File: src/rtl/result_drain_if.sv
// Signal bundle between the cpu result stack, the drain block and the byte sink.
// master is the drain side; slave is the cpu/sink environment side.
interface result_drain_if #(
    parameter int WIDTH = 64
);
    logic [WIDTH-1:0] result;
    logic             result_empty;
    logic [3:0]       trap;
    logic             result_pop;
    logic [7:0]       tx_data;
    logic             tx_valid;
    logic             tx_ready;
    logic [15:0]      frames_sent;
    logic             halted;

    modport master (
        input  result, result_empty, trap, tx_ready,
        output result_pop, tx_data, tx_valid, frames_sent, halted
    );

    modport slave (
        output result, result_empty, trap, tx_ready,
        input  result_pop, tx_data, tx_valid, frames_sent, halted
    );
endinterface

File: src/rtl/result_drain.sv
// Pops cpu results and streams each as a header byte plus LSB-first data bytes;
// a nonzero trap code is sent as a two-byte trap frame, after which the block halts.
module result_drain #(
    parameter int         WIDTH     = 64,
    parameter logic [7:0] HDR_VALUE = 8'hA5,
    parameter logic [7:0] HDR_TRAP  = 8'hEE
) (
    input  logic          clk,
    input  logic          reset,
    result_drain_if.master bus
);
    localparam int NB    = WIDTH / 8;
    localparam int CNT_W = $clog2(NB + 1);
    localparam logic [CNT_W-1:0] LAST_CNT = CNT_W'(NB);

    typedef enum logic [1:0] {
        IDLE = 2'd0,
        SEND = 2'd1,
        TRAP = 2'd2,
        HALT = 2'd3
    } state_t;

    state_t           state_q, state_d;
    logic [WIDTH-1:0] shift_q, shift_d;
    logic [CNT_W-1:0] cnt_q, cnt_d;
    logic [7:0]       tx_data_q, tx_data_d;
    logic             tx_valid_q, tx_valid_d;
    logic [15:0]      frames_q, frames_d;
    logic             halted_q, halted_d;
    logic             pop_c;
    logic             hs;

    assign hs = tx_valid_q && bus.tx_ready;

    always_ff @(posedge clk or negedge reset) begin
        if (!reset) begin
            state_q    <= IDLE;
            shift_q    <= '0;
            cnt_q      <= '0;
            tx_data_q  <= '0;
            tx_valid_q <= 1'b0;
            frames_q   <= '0;
            halted_q   <= 1'b0;
        end else begin
            state_q    <= state_d;
            shift_q    <= shift_d;
            cnt_q      <= cnt_d;
            tx_data_q  <= tx_data_d;
            tx_valid_q <= tx_valid_d;
            frames_q   <= frames_d;
            halted_q   <= halted_d;
        end
    end

    // cnt_q counts data bytes already loaded; header is on the wire while it is 0
    always_comb begin
        state_d    = state_q;
        shift_d    = shift_q;
        cnt_d      = cnt_q;
        tx_data_d  = tx_data_q;
        tx_valid_d = tx_valid_q;
        frames_d   = frames_q;
        halted_d   = halted_q;
        pop_c      = 1'b0;

        case (state_q)
            IDLE: begin
                if (bus.trap != 4'h0) begin
                    state_d    = TRAP;
                    cnt_d      = '0;
                    tx_data_d  = HDR_TRAP;
                    tx_valid_d = 1'b1;
                end else if (!bus.result_empty) begin
                    pop_c      = 1'b1;
                    state_d    = SEND;
                    shift_d    = bus.result;
                    cnt_d      = '0;
                    tx_data_d  = HDR_VALUE;
                    tx_valid_d = 1'b1;
                end
            end
            SEND: begin
                if (hs) begin
                    if (cnt_q == LAST_CNT) begin
                        tx_valid_d = 1'b0;
                        frames_d   = frames_q + 16'd1;
                        state_d    = IDLE;
                    end else begin
                        tx_data_d = shift_q[7:0];
                        shift_d   = shift_q >> 8;
                        cnt_d     = cnt_q + 1'b1;
                    end
                end
            end
            TRAP: begin
                if (hs) begin
                    if (cnt_q == '0) begin
                        // code is taken at the header handshake, not when the trap was first seen
                        tx_data_d = {4'h0, bus.trap};
                        cnt_d     = cnt_q + 1'b1;
                    end else begin
                        tx_valid_d = 1'b0;
                        halted_d   = 1'b1;
                        state_d    = HALT;
                    end
                end
            end
            HALT: begin
                tx_valid_d = 1'b0;
                halted_d   = 1'b1;
            end
            default: state_d = IDLE;
        endcase
    end

    assign bus.result_pop  = pop_c && reset;
    assign bus.tx_data     = tx_data_q;
    assign bus.tx_valid    = tx_valid_q;
    assign bus.frames_sent = frames_q;
    assign bus.halted      = halted_q;
endmodule

File: src/flat_wrapper.sv
// flat-port wrapper written by rule: the top's interface ports become plain ports
module result_drain_flat 
#(
    parameter int         WIDTH     = 64,
    parameter logic [7:0] HDR_VALUE = 8'hA5,
    parameter logic [7:0] HDR_TRAP  = 8'hEE
)
  (clk, reset, bus_result, bus_result_empty, bus_trap, bus_tx_ready, bus_result_pop, bus_tx_data, bus_tx_valid, bus_frames_sent, bus_halted);
  result_drain_if #(.WIDTH(WIDTH)) bus_i ();
  input  logic clk;
  input  logic reset;
  input wire logic [$bits(bus_i.result)-1:0] bus_result;
  input wire logic [$bits(bus_i.result_empty)-1:0] bus_result_empty;
  input wire logic [$bits(bus_i.trap)-1:0] bus_trap;
  input wire logic [$bits(bus_i.tx_ready)-1:0] bus_tx_ready;
  output wire logic [$bits(bus_i.result_pop)-1:0] bus_result_pop;
  output wire logic [$bits(bus_i.tx_data)-1:0] bus_tx_data;
  output wire logic [$bits(bus_i.tx_valid)-1:0] bus_tx_valid;
  output wire logic [$bits(bus_i.frames_sent)-1:0] bus_frames_sent;
  output wire logic [$bits(bus_i.halted)-1:0] bus_halted;
  assign bus_i.result = bus_result;
  assign bus_i.result_empty = bus_result_empty;
  assign bus_i.trap = bus_trap;
  assign bus_i.tx_ready = bus_tx_ready;
  assign bus_result_pop = bus_i.result_pop;
  assign bus_tx_data = bus_i.tx_data;
  assign bus_tx_valid = bus_i.tx_valid;
  assign bus_frames_sent = bus_i.frames_sent;
  assign bus_halted = bus_i.halted;
  result_drain #(.WIDTH(WIDTH), .HDR_VALUE(HDR_VALUE), .HDR_TRAP(HDR_TRAP)) u_core (.clk(clk), .reset(reset), .bus(bus_i));
endmodule
File: config.mk
export PLATFORM = sky130hd
export DESIGN_NAME = result_drain_flat
export DESIGN_NICKNAME = d
export VERILOG_FILES = /design/src/rtl/result_drain_if.sv /design/src/rtl/result_drain.sv /design/src/flat_wrapper.sv
export SDC_FILE = /design/constraint.sdc
export NUM_CORES = 1
export LEC_CHECK = 0
export ABC_CLOCK_PERIOD_IN_PS = 1900
export CORE_UTILIZATION = 55
export DETAILED_ROUTE_END_ITERATION = 10
export DONT_BUFFER_PORTS = 1
export PLACE_DENSITY_LB_ADDON = 0.08
export SYNTH_ARGS = -nofsm -noshare
export SYNTH_HDL_FRONTEND = slang
export SYNTH_SLANG_ARGS = --single-unit
File: constraint.sdc
create_clock -name clk -period 1.9 [get_ports clk]
set_input_delay 0.285 -clock clk [delete_from_list [all_inputs] [get_ports clk]]
set_output_delay 0.285 -clock clk [all_outputs]
set_load 0.005 [all_outputs]
## Word level (Yosys, flattened, before mapping)

Index checks and enable logic that the tools add are counted.

- Add/sub/neg operators: 2
- Equality and inequality tests: 13
- Muxes and demuxes: 39
- Reduce and logical (&&, ||, !) cells: 14

Operators with widths:

| cell | count |
|---|---|
| two-way mux 64 bit | 4 |
| one-hot mux 64 bit (2 select lines) | 1 |
| two-way mux 8 bit | 6 |
| two-way mux 4 bit | 6 |
| one-hot mux 8 bit (3 select lines) | 1 |
| adder 16 x 1 -> 16 bit (second input constant) | 1 |
| two-way mux 2 bit | 6 |
| one-hot mux 4 bit (3 select lines) | 1 |
| AND reduction 6 bit | 2 |
| two-way mux 1 bit | 11 |
| AND reduction 5 bit | 2 |
| inequality test 2 x 1 -> 1 bit (second input constant) | 4 |
| inequality test 2 bit (second input constant) | 4 |
| one-hot mux 2 bit (3 select lines) | 1 |
| AND reduction 3 bit | 2 |
| adder 4 x 1 -> 4 bit (second input constant) | 1 |
| equality test 2 bit (second input constant) | 2 |
| equality test 4 bit (second input constant) | 1 |
| zero test 4 bit | 1 |
| one-hot mux 1 bit (4 select lines) | 1 |
| nonzero test 2 bit | 2 |
| nonzero test 4 bit | 1 |
| inequality test 3 x 2 -> 1 bit (second input constant) | 1 |
| nonzero test 3 bit | 1 |
| other kinds (4) | 5 |

- Register bits: 96
- Input bits: 72
- Output and inout bits: 27

## Logic depth before layout (Yosys ltp)

Gate-level depths: netlist of the first run.

- Word-level depth: 4
- Gate-level depth with buffers: 8

## Worst setup path after synthesis of the first run

OpenSTA, ideal clock, no wires.

- Path kind: flip-flop to flip-flop
- From: register u_core.state_q[1]
- To: register u_core.tx_data_q[2], in the netlist u_core.bus.tx_data[2]
- Setup time: 0.125 ns
- Data arrival time: 1.890 ns
- Required time: 1.775 ns
- Slack: -0.115 ns
- Stages on the path, launching flop included: 9
- Clock period less this slack: 2.015 ns
- Cells stage by stage: dfrtp_1 inv_1 ha_1 buf_2 nand3b_1 a2bb2oi_1 nand2b_1 buf_4 mux2_2

- Cells in the longest elaborated chain, start to end: 3
- Elaborated cells between the ends (all ways): 11

Ends and longest elaborated chain:

| element | RTL line | source |
|---|---|---|
| from (decl) | result_drain.sv:23 | `state_t state_q, state_d;` |
| from (signal assigned) | result_drain.sv:45 | `state_q <= state_d;` |
| equality test 2 bit, or another cell as far along | result_drain.sv:66 | `case (state_q)` |
| inequality test 2 x 1 -> 1 bit (no line), or another cell as far along | - |  |
| AND reduction 6 bit (no line) | - |  |
| to (signal assigned) | result_drain.sv:48 | `tx_data_q <= tx_data_d;` |
| to (decl) | result_drain.sv:26 | `logic [7:0] tx_data_q, tx_data_d;` |

Several ways; a longest one is shown, not always the timed one.
A chain may end at the register's enable or synchronous reset.

## Final worst setup path of the first run

- From: register u_core.state_q[0]
- To: register u_core.tx_data_q[7], in the netlist u_core.bus.tx_data[7]

Same word-level chain as after synthesis.

==> summary.txt, run 1 <==
Total area of sequential cells -> 0.002402 mm²
Share of the synthesized netlist area taken by xor and xnor gates -> 0.02644
Power share of the combinational group -> 0.479
Placer congestion estimate -> 0.8452
Clock Sink Count -> 96
Average wire per standard cell -> 20.80 µm
Mapped Avg Cell Area -> 13.80 µm²
Multi-input logic area -> 0.002564 mm²
Initial antenna violation count -> 0
Layout overhead on the synthesized area -> 18.20%
Crit path top cell by count -> buf_6
Leakage power -> 2.740 nW
Transition at the pin with the smallest max-transition slack -> 0.3801 ns
Sum of overflow across all layers after global routing -> 0
Post-synthesis register bit count -> 96
Synth top area cells -> dfrtp_1, mux2_4, mux2_2
Horizontal die dimension -> 97.06 µm
Peak VDD IR -> 0.6496 mV
CTS tree -> built
Count of input and output buffers -> 0
Number of flops mapped to enable cells by yosys -> 0
Area share of fa/ha/maj cells after synthesis -> 0.02518
Total DRC errors in the routed layout -> 0
Post-synthesis sequential area ratio -> 0.4834
Post-layout min period -> 1.875 ns
Power density over cell area -> 1516 mW/mm²
Non-Filler Instances -> 511
Max Clock Freq -> 533.2 MHz
Number of warning messages in the yosys log -> 0
Chain of cells forming the critical path -> buf_6 -> ha_4 -> a2bb2oi_2 -> buf_4 -> a311o_1 -> buf_6 -> o21ai_4 -> o31ai_4
Kind of launch point of the worst setup path -> flop
Clock latency at the later pin of the worst-skew pair -> 0.36 ns
Fraction of power consumed by sequential logic -> 0.379
Floorplan core area -> 0.008721 mm²
Mux contribution to synthesized area -> 0.3132
Maximum level of the CTS H-tree -> 3
Fillcell total -> 642
Post-synthesis cell type count -> 41
Cell at the root of the clock tree -> clkbuf_8
Pin count of the biggest net entering global routing -> 98
Number of top-level pins -> 99
Setup crit end kind -> flop
Worst EP arrival -> 2.12 ns
Initial core utilization -> 0.5699
Share of total power in the clock network -> 0.142
Violations in the final reports -> negative hold slack
Largest stage delay, worst path -> 0.40 ns
Number of rows in the core area -> 34
RSZ-0062 raised after global routing -> yes
Die Span Y -> 97.06 µm
Final hold slack -> -0.3940 ns
First-pass GRT wire length -> 16060 µm
Post-synth top flop -> dfrtp_1
Clk pin slew, worst setup/hold paths -> 0.10 ns
Half-perimeter wire length of the detailed placement result -> 6765 µm
Routed wire length -> 10630 µm
Global-route usage over all layers -> 0.2163
Post-synthesis simple-gate area fraction -> 0.06093
DR pass1 iterations -> 6
Layout cell share with drive strength beyond 1 -> 0.5062
Inserted Clock Buffers -> 9
Count of placed standard cells including taps -> 481
Maximum fanout count along the critical path -> 6
Total of endpoints with negative setup slack in the final report -> 0
Dominant cell by count in the synthesized netlist -> dfrtp_1
Fraction of synthesis flops using an asynchronous set or reset pin -> 1.000
Number of routed nets with antenna violations -> 0
Ant diodes -> 0
Period utilisation layout -> 0.9870
Post-placement cell area -> 0.005309 mm²
Area fraction of the dominant cell type after synthesis -> 0.4834
Data required time of the worst path -> 2.15 ns
Maximum clock skew at final layout -> 0.007731 ns
Result of the run -> finished with violations
Vias after detailed routing -> 2991
Cell type contributing the most total cell area after synthesis -> dfrtp_1
Gate count after technology mapping -> 360
Tightest slew margin relative to the limit -> 0.7455
Count of final max-slew check failures -> 0
Maximum number of buffers from clock root to sink -> 2
Final net count -> 480
List of most frequent post-synthesis cells -> dfrtp_1, mux2_2, mux2_4
Internal portion of total power -> 0.006006 W
Synthesized cell area -> 0.004970 mm²
Largest family of logic cells by synthesized area -> multiplexers
Final hold violation count -> 96
Post-synth net total -> 442
Die area -> 0.009420 mm²
Worst Path Class, Setup -> flop to flop
Number of global-route vias before repair -> 3099
Via density per instance -> 5.853
Max_cap viols -> 0
Slowest stage cell, crit path -> dfrtp_1
Final instance area -> 0.005874 mm²
Sw Ratio -> 0.3256
Detailed router's first-iteration violation count -> 90
Synth Area in Compound Gates -> 0.06093
Switching power -> 0.002899 W
Kind of path behind the tightest hold check -> input port to async pin
-- final cells by class --
cell class | instances | share of cell area
multi-input cells | 239 | 0.4364
flip-flops and latches | 96 | 0.4089
repair buffers | 45 | 0.09627
well taps | 108 | 0.02300
clock buffers | 10 | 0.02173
clock inverters | 6 | 0.009159
inverters | 7 | 0.004473
-- sequential cells by signal, indices dropped and copies added (netlist names) --
register,count
u_core.shift_q,64
u_core.bus.frames_sent,16
u_core.bus.tx_data,8
u_core.cnt_q,4
u_core.state_q,2
u_core.bus.halted,1
u_core.bus.tx_valid,1
-- timing repair --
action / CTS / global route
hold endpoints to repair: 96 / 96
cloned: 0 / 5
pin swaps: 3 / 10
setup buffers: 4 / 5
gates resized for setup: 11 / 33
setup endpoints to repair: 54 / 91
-- worst paths after layout --
path                                    startpoint                    end  slack, ns  cells after the start
worst min-delay path                         reset        u_core.cnt_q[0]      -0.39                      0
worst max-delay path             u_core.state_q[0]  u_core.bus.tx_data[7]       0.02                      8
worst max register to register   u_core.state_q[0]  u_core.bus.tx_data[7]       0.02                      8
worst min register to register  u_core.shift_q[58]     u_core.shift_q[58]       0.51                      1
min in group clk                    bus_result[60]     u_core.shift_q[60]       0.06                      1
max in group asynchronous                    reset     u_core.shift_q[52]       2.15                      0
-- power groups by stage --
stage	clock [W]	sequential (W)	combinational [W]
global placement	0	0.00336	0.00346
detailed placement	0	0.00338	0.00355
finish	0.00127	0.00337	0.00427
global route	0.00137	0.00346	0.00458
CTS	0.00129	0.00335	0.00375
floorplan	0	0.00320	0.00271
-- critical path, delay by kind of cell (launching register included) --
kind | cells | cell delay [ns]
AO/OA/AOI/OAI | 4 | 0.74
buffers and inverters | 3 | 0.44
flip-flops | 1 | 0.40
adder cells (fa/ha/maj) | 1 | 0.18
-- placed cells by master (no fill, tap or decap), types with 3 or more instances in the layout --
cell type  instances
nand4_1            6
and4_1             3
buf_16             4
a21oi_1            5
o21ai_1            6
nor2b_1            4
clkbuf_8           9
a22o_1             9
buf_4             27
nor2_1             4
clkbuf_16          5
a22oi_1            4
mux2_2            66
xor2_1             4
xnor2_1           11
o21ai_4            3
dfrtp_1           96
inv_1              5
nand3b_1           3
nand2_1           13
nand3_1            6
ha_1               6
buf_12             3
mux2_4            54
buf_6              6
-- layer usage --
metal / vias to the layer above / global-route usage / share of wire
met3: 13 / 0.05683 / 0.052
li1: 1387 / - / -
met5: - / 0 / 0
met2: 82 / 0.3592 / 0.50
met1: 1509 / 0.2725 / 0.43
met4: 0 / 0.07807 / 0.017
-- kinds of logic after synthesis --
logic type / Yosys count
compound gates: 42
xor+xnor: 15
fa+ha+maj: 10
buf+inv: 25
flops: 96
mux: 121
simple gates: 51
-- stage by stage --
| step | util | setup WS (ns) | hold WS [ns] | TNS (ns) | total power, W |
|---|---|---|---|---|---|
| CTS | 0.6392 | -0.01861 | -0.4068 | -0.06176 | 0.008386 |
| global route | 0.6736 | -0.06881 | -0.4123 | -0.4462 | 0.009411 |
| floorplan | - | 0.01195 | -0.01059 | 0 | 0.005916 |
| finish | 0.6736 | 0.02466 | -0.3940 | 0 | 0.008905 |
| detailed placement | 0.6088 | -0.02025 | -0.008627 | -0.1957 | 0.006931 |
| global placement | 0.6088 | 0.001207 | -0.008184 | 0 | 0.006818 |
Power figures use the tool's default switching activity.
==> run 2: changes to the inputs <==
CTS_BUF_LIST = sky130_fd_sc_hd__clkbuf_4   (was unset)
==> run 2 against run 1 <==
The run ends with negative hold slack, negative setup slack left. Power hardly changed. Sequential power about the same. Die area did not move. Count of clock-buffer cells in the layout stayed put. Clock skew rose by 0.0093 ns. Final cell count up 2.3%. Hold slack worse by 0.095 ns. Clock power is 17% lower. Wire length up 0.82%. Register-to-register slack got worse by 0.05 ns. Non-clock buffer count grew 12. Critical path type unchanged.
==> summary.txt, run 2 (synthesis results as in run 1) <==
Power share of the combinational group -> 0.503 (+0.024)
Post-cts hold buffer count -> 8
Die Span Y -> 97.06 µm (unchanged)
Final sum of negative setup slack -> -0.06299 ns (-0.06299 ns)
Vias after detailed routing -> 3012 (+0.70%)
Worst EP arrival -> 2.24 ns (+0.12 ns)
Final core area utilization -> 0.6879 (+0.01435)
Tightest slew margin relative to the limit -> 0.7678 (+0.02234)
Ant diodes -> 0 (unchanged)
Floorplan core area -> 0.008721 mm² (unchanged)
Largest Register -> u_core.shift_q
Most common cell after layout, fill and taps aside -> dfrtp_1
Global-route usage over all layers -> 0.2174 (+0.001041)
Data required time of the worst path -> 2.22 ns (+0.07 ns)
Post-layout min period -> 1.921 ns (+0.04551 ns)
Crit. Startpoint -> u_core.state_q[0]
Violations in the final reports -> negative hold slack, negative setup slack
Switching power -> 0.002952 W (+1.8%)
Final hold slack -> -0.4886 ns (-0.09459 ns)
Transition at the pin with the smallest max-transition slack -> 0.3467 ns (-0.03336 ns)
Maximum clock skew at final layout -> 0.01708 ns (+0.009346 ns)
Internal portion of total power -> 0.005949 W (-0.95%)
Final net count -> 492 (+2.5%)
Worst path setup slack after routing -> -0.02085 ns (-0.04551 ns)
Number of rows in the core area -> 34 (unchanged)
Initial antenna violation count -> 0 (unchanged)
Total of endpoints with negative setup slack in the final report -> 4 (+4)
Setup crit end kind -> flop
Total DRC errors in the routed layout -> 0 (unchanged)
Clock latency at the later pin of the worst-skew pair -> 0.44 ns (+0.08 ns)
Detailed router's first-iteration violation count -> 75 (-17%)
Routed wire length -> 10720 µm (+0.82%)
Clk pin slew, worst setup/hold paths -> 0.17 ns (+0.07 ns)
Count of input and output buffers -> 0 (unchanged)
Maximum level of the CTS H-tree -> 3 (unchanged)
Startpoint of the worst-slack reg-to-reg timing path -> u_core.state_q[0]
Share of total power in the clock network -> 0.118 (-0.024)
Via density per instance -> 5.759 (-1.6%)
Flip-flop count of the largest register after layout -> 64 (unchanged)
Max_cap viols -> 0 (unchanged)
Final hold violation count -> 96 (unchanged)
Maximum fanout count along the critical path -> 6 (unchanged)
Pin count of the biggest net entering global routing -> 98 (unchanged)
Half-perimeter wire length of the detailed placement result -> 6765 µm (unchanged)
First-pass GRT wire length -> 16120 µm (+0.39%)
Kind of path behind the tightest hold check -> input port to async pin
Register-to-register path setup slack -> -0.02 ns (-0.05 ns)
Maximum number of buffers from clock root to sink -> 2 (unchanged)
DR pass1 iterations -> 5 (-1)
Cell at the root of the clock tree -> clkbuf_4
Overall Power -> 0.008901 W (about the same)
Count of final max-slew check failures -> 0 (unchanged)
Number of global-route vias before repair -> 3172 (+2.4%)
Leakage power -> 2.807 nW (+2.5%)
Number of top-level pins -> 99 (unchanged)
Commonest cells after routing, fill and taps aside -> dfrtp_1, mux2_2, mux2_4
Sum of overflow across all layers after global routing -> 0 (unchanged)
Clock Sink Count -> 96 (unchanged)
Kind of launch point of the worst setup path -> flop
Horizontal die dimension -> 97.06 µm (unchanged)
Worst Path Class, Setup -> flop to flop
Sw Ratio -> 0.3317 (+0.006115)
Layout cell share with drive strength beyond 1 -> 0.5181 (+0.01187)
Max Clock Freq -> 520.6 MHz (-2.4%)
Result of the run -> finished with violations
Die area -> 0.009420 mm² (unchanged)
Fraction of power consumed by sequential logic -> 0.379 (about the same)
Inserted Clock Buffers -> 9 (unchanged)
Average wire per standard cell -> 20.49 µm (-1.5%)
Layout overhead on the synthesized area -> 20.72%
CTS tree -> built
Power density over cell area -> 1484 mW/mm² (-2.1%)
Initial core utilization -> 0.5699 (unchanged)
Period utilisation layout -> 1.011 (+0.02395)
Peak VDD IR -> 0.6395 mV (-1.5%)
Number of routed nets with antenna violations -> 0 (unchanged)
RSZ-0062 raised after global routing -> yes
Placer congestion estimate -> 0.8452 (unchanged)
-- run 2: worst max-delay path: stages (launching register included) --
cell,delay (ns)
dfrtp_1,0.43
buf_6,0.13
ha_4,0.19
a2bb2oi_4,0.19
buf_6,0.13
a311o_1,0.36
buf_6,0.16
o21ai_4,0.14
o31ai_4,0.08
-- run 2: final timing paths --
check,end,depth (start not counted)
max,u_core.bus.tx_data[7],8
min,u_core.cnt_q[0],0
max reg2reg,u_core.bus.tx_data[7],8
min reg2reg,u_core.bus.frames_sent[9],1
max in group asynchronous,u_core.shift_q[52],0
min in group clk,u_core.bus.halted,2
-- run 2: power by group through the flow --
stage | sequential, W | clock [W] | combinational (W)
3_5_place_dp | 0.00338 | 0 | 0.00355
5_1_grt | 0.00346 | 0.00115 | 0.00479
4_1_cts | 0.00335 | 0.00106 | 0.00381
6_report | 0.00337 | 0.00105 | 0.00448
2_1_floorplan | 0.00320 | 0 | 0.00271
3_3_place_gp | 0.00336 | 0 | 0.00346
-- run 2: metal layers --
metal / routed length, µm / track usage
met1: 4589 / 0.2753
met2: 5445 / 0.3575
met3: 558 / 0.06978
met4: 123 / 0.06200
met5: 0 / 0
-- run 2: area by class of cell --
type	count	area, µm²
repair buffers	57	694.4
multi-input cells	239	2613
clock buffers	10	75.07
well taps	108	135.1
inverters	7	26.28
fillers	637	2721
flip-flops and latches	96	2402
clock inverters	6	53.80
-- run 2: repair_timing --
item | in CTS | in global routing
endpoints found under the setup margin | 40 | 84
pin swaps | 3 | 19
hold endpoints to repair | 104 | 96
cloned | 0 | 5
setup buffers | 3 | 11
gates resized for setup | 17 | 43
-- run 2: through the flow --
step,setup slack [ns],cell area [µm²],instances
finish,-0.02085,6000,523
CTS,-0.02553,5620,508
detailed placement,-0.02025,5309,481
global route,-0.1026,6000,523
floorplan,0.01195,4981,360
global placement,0.001207,5309,481
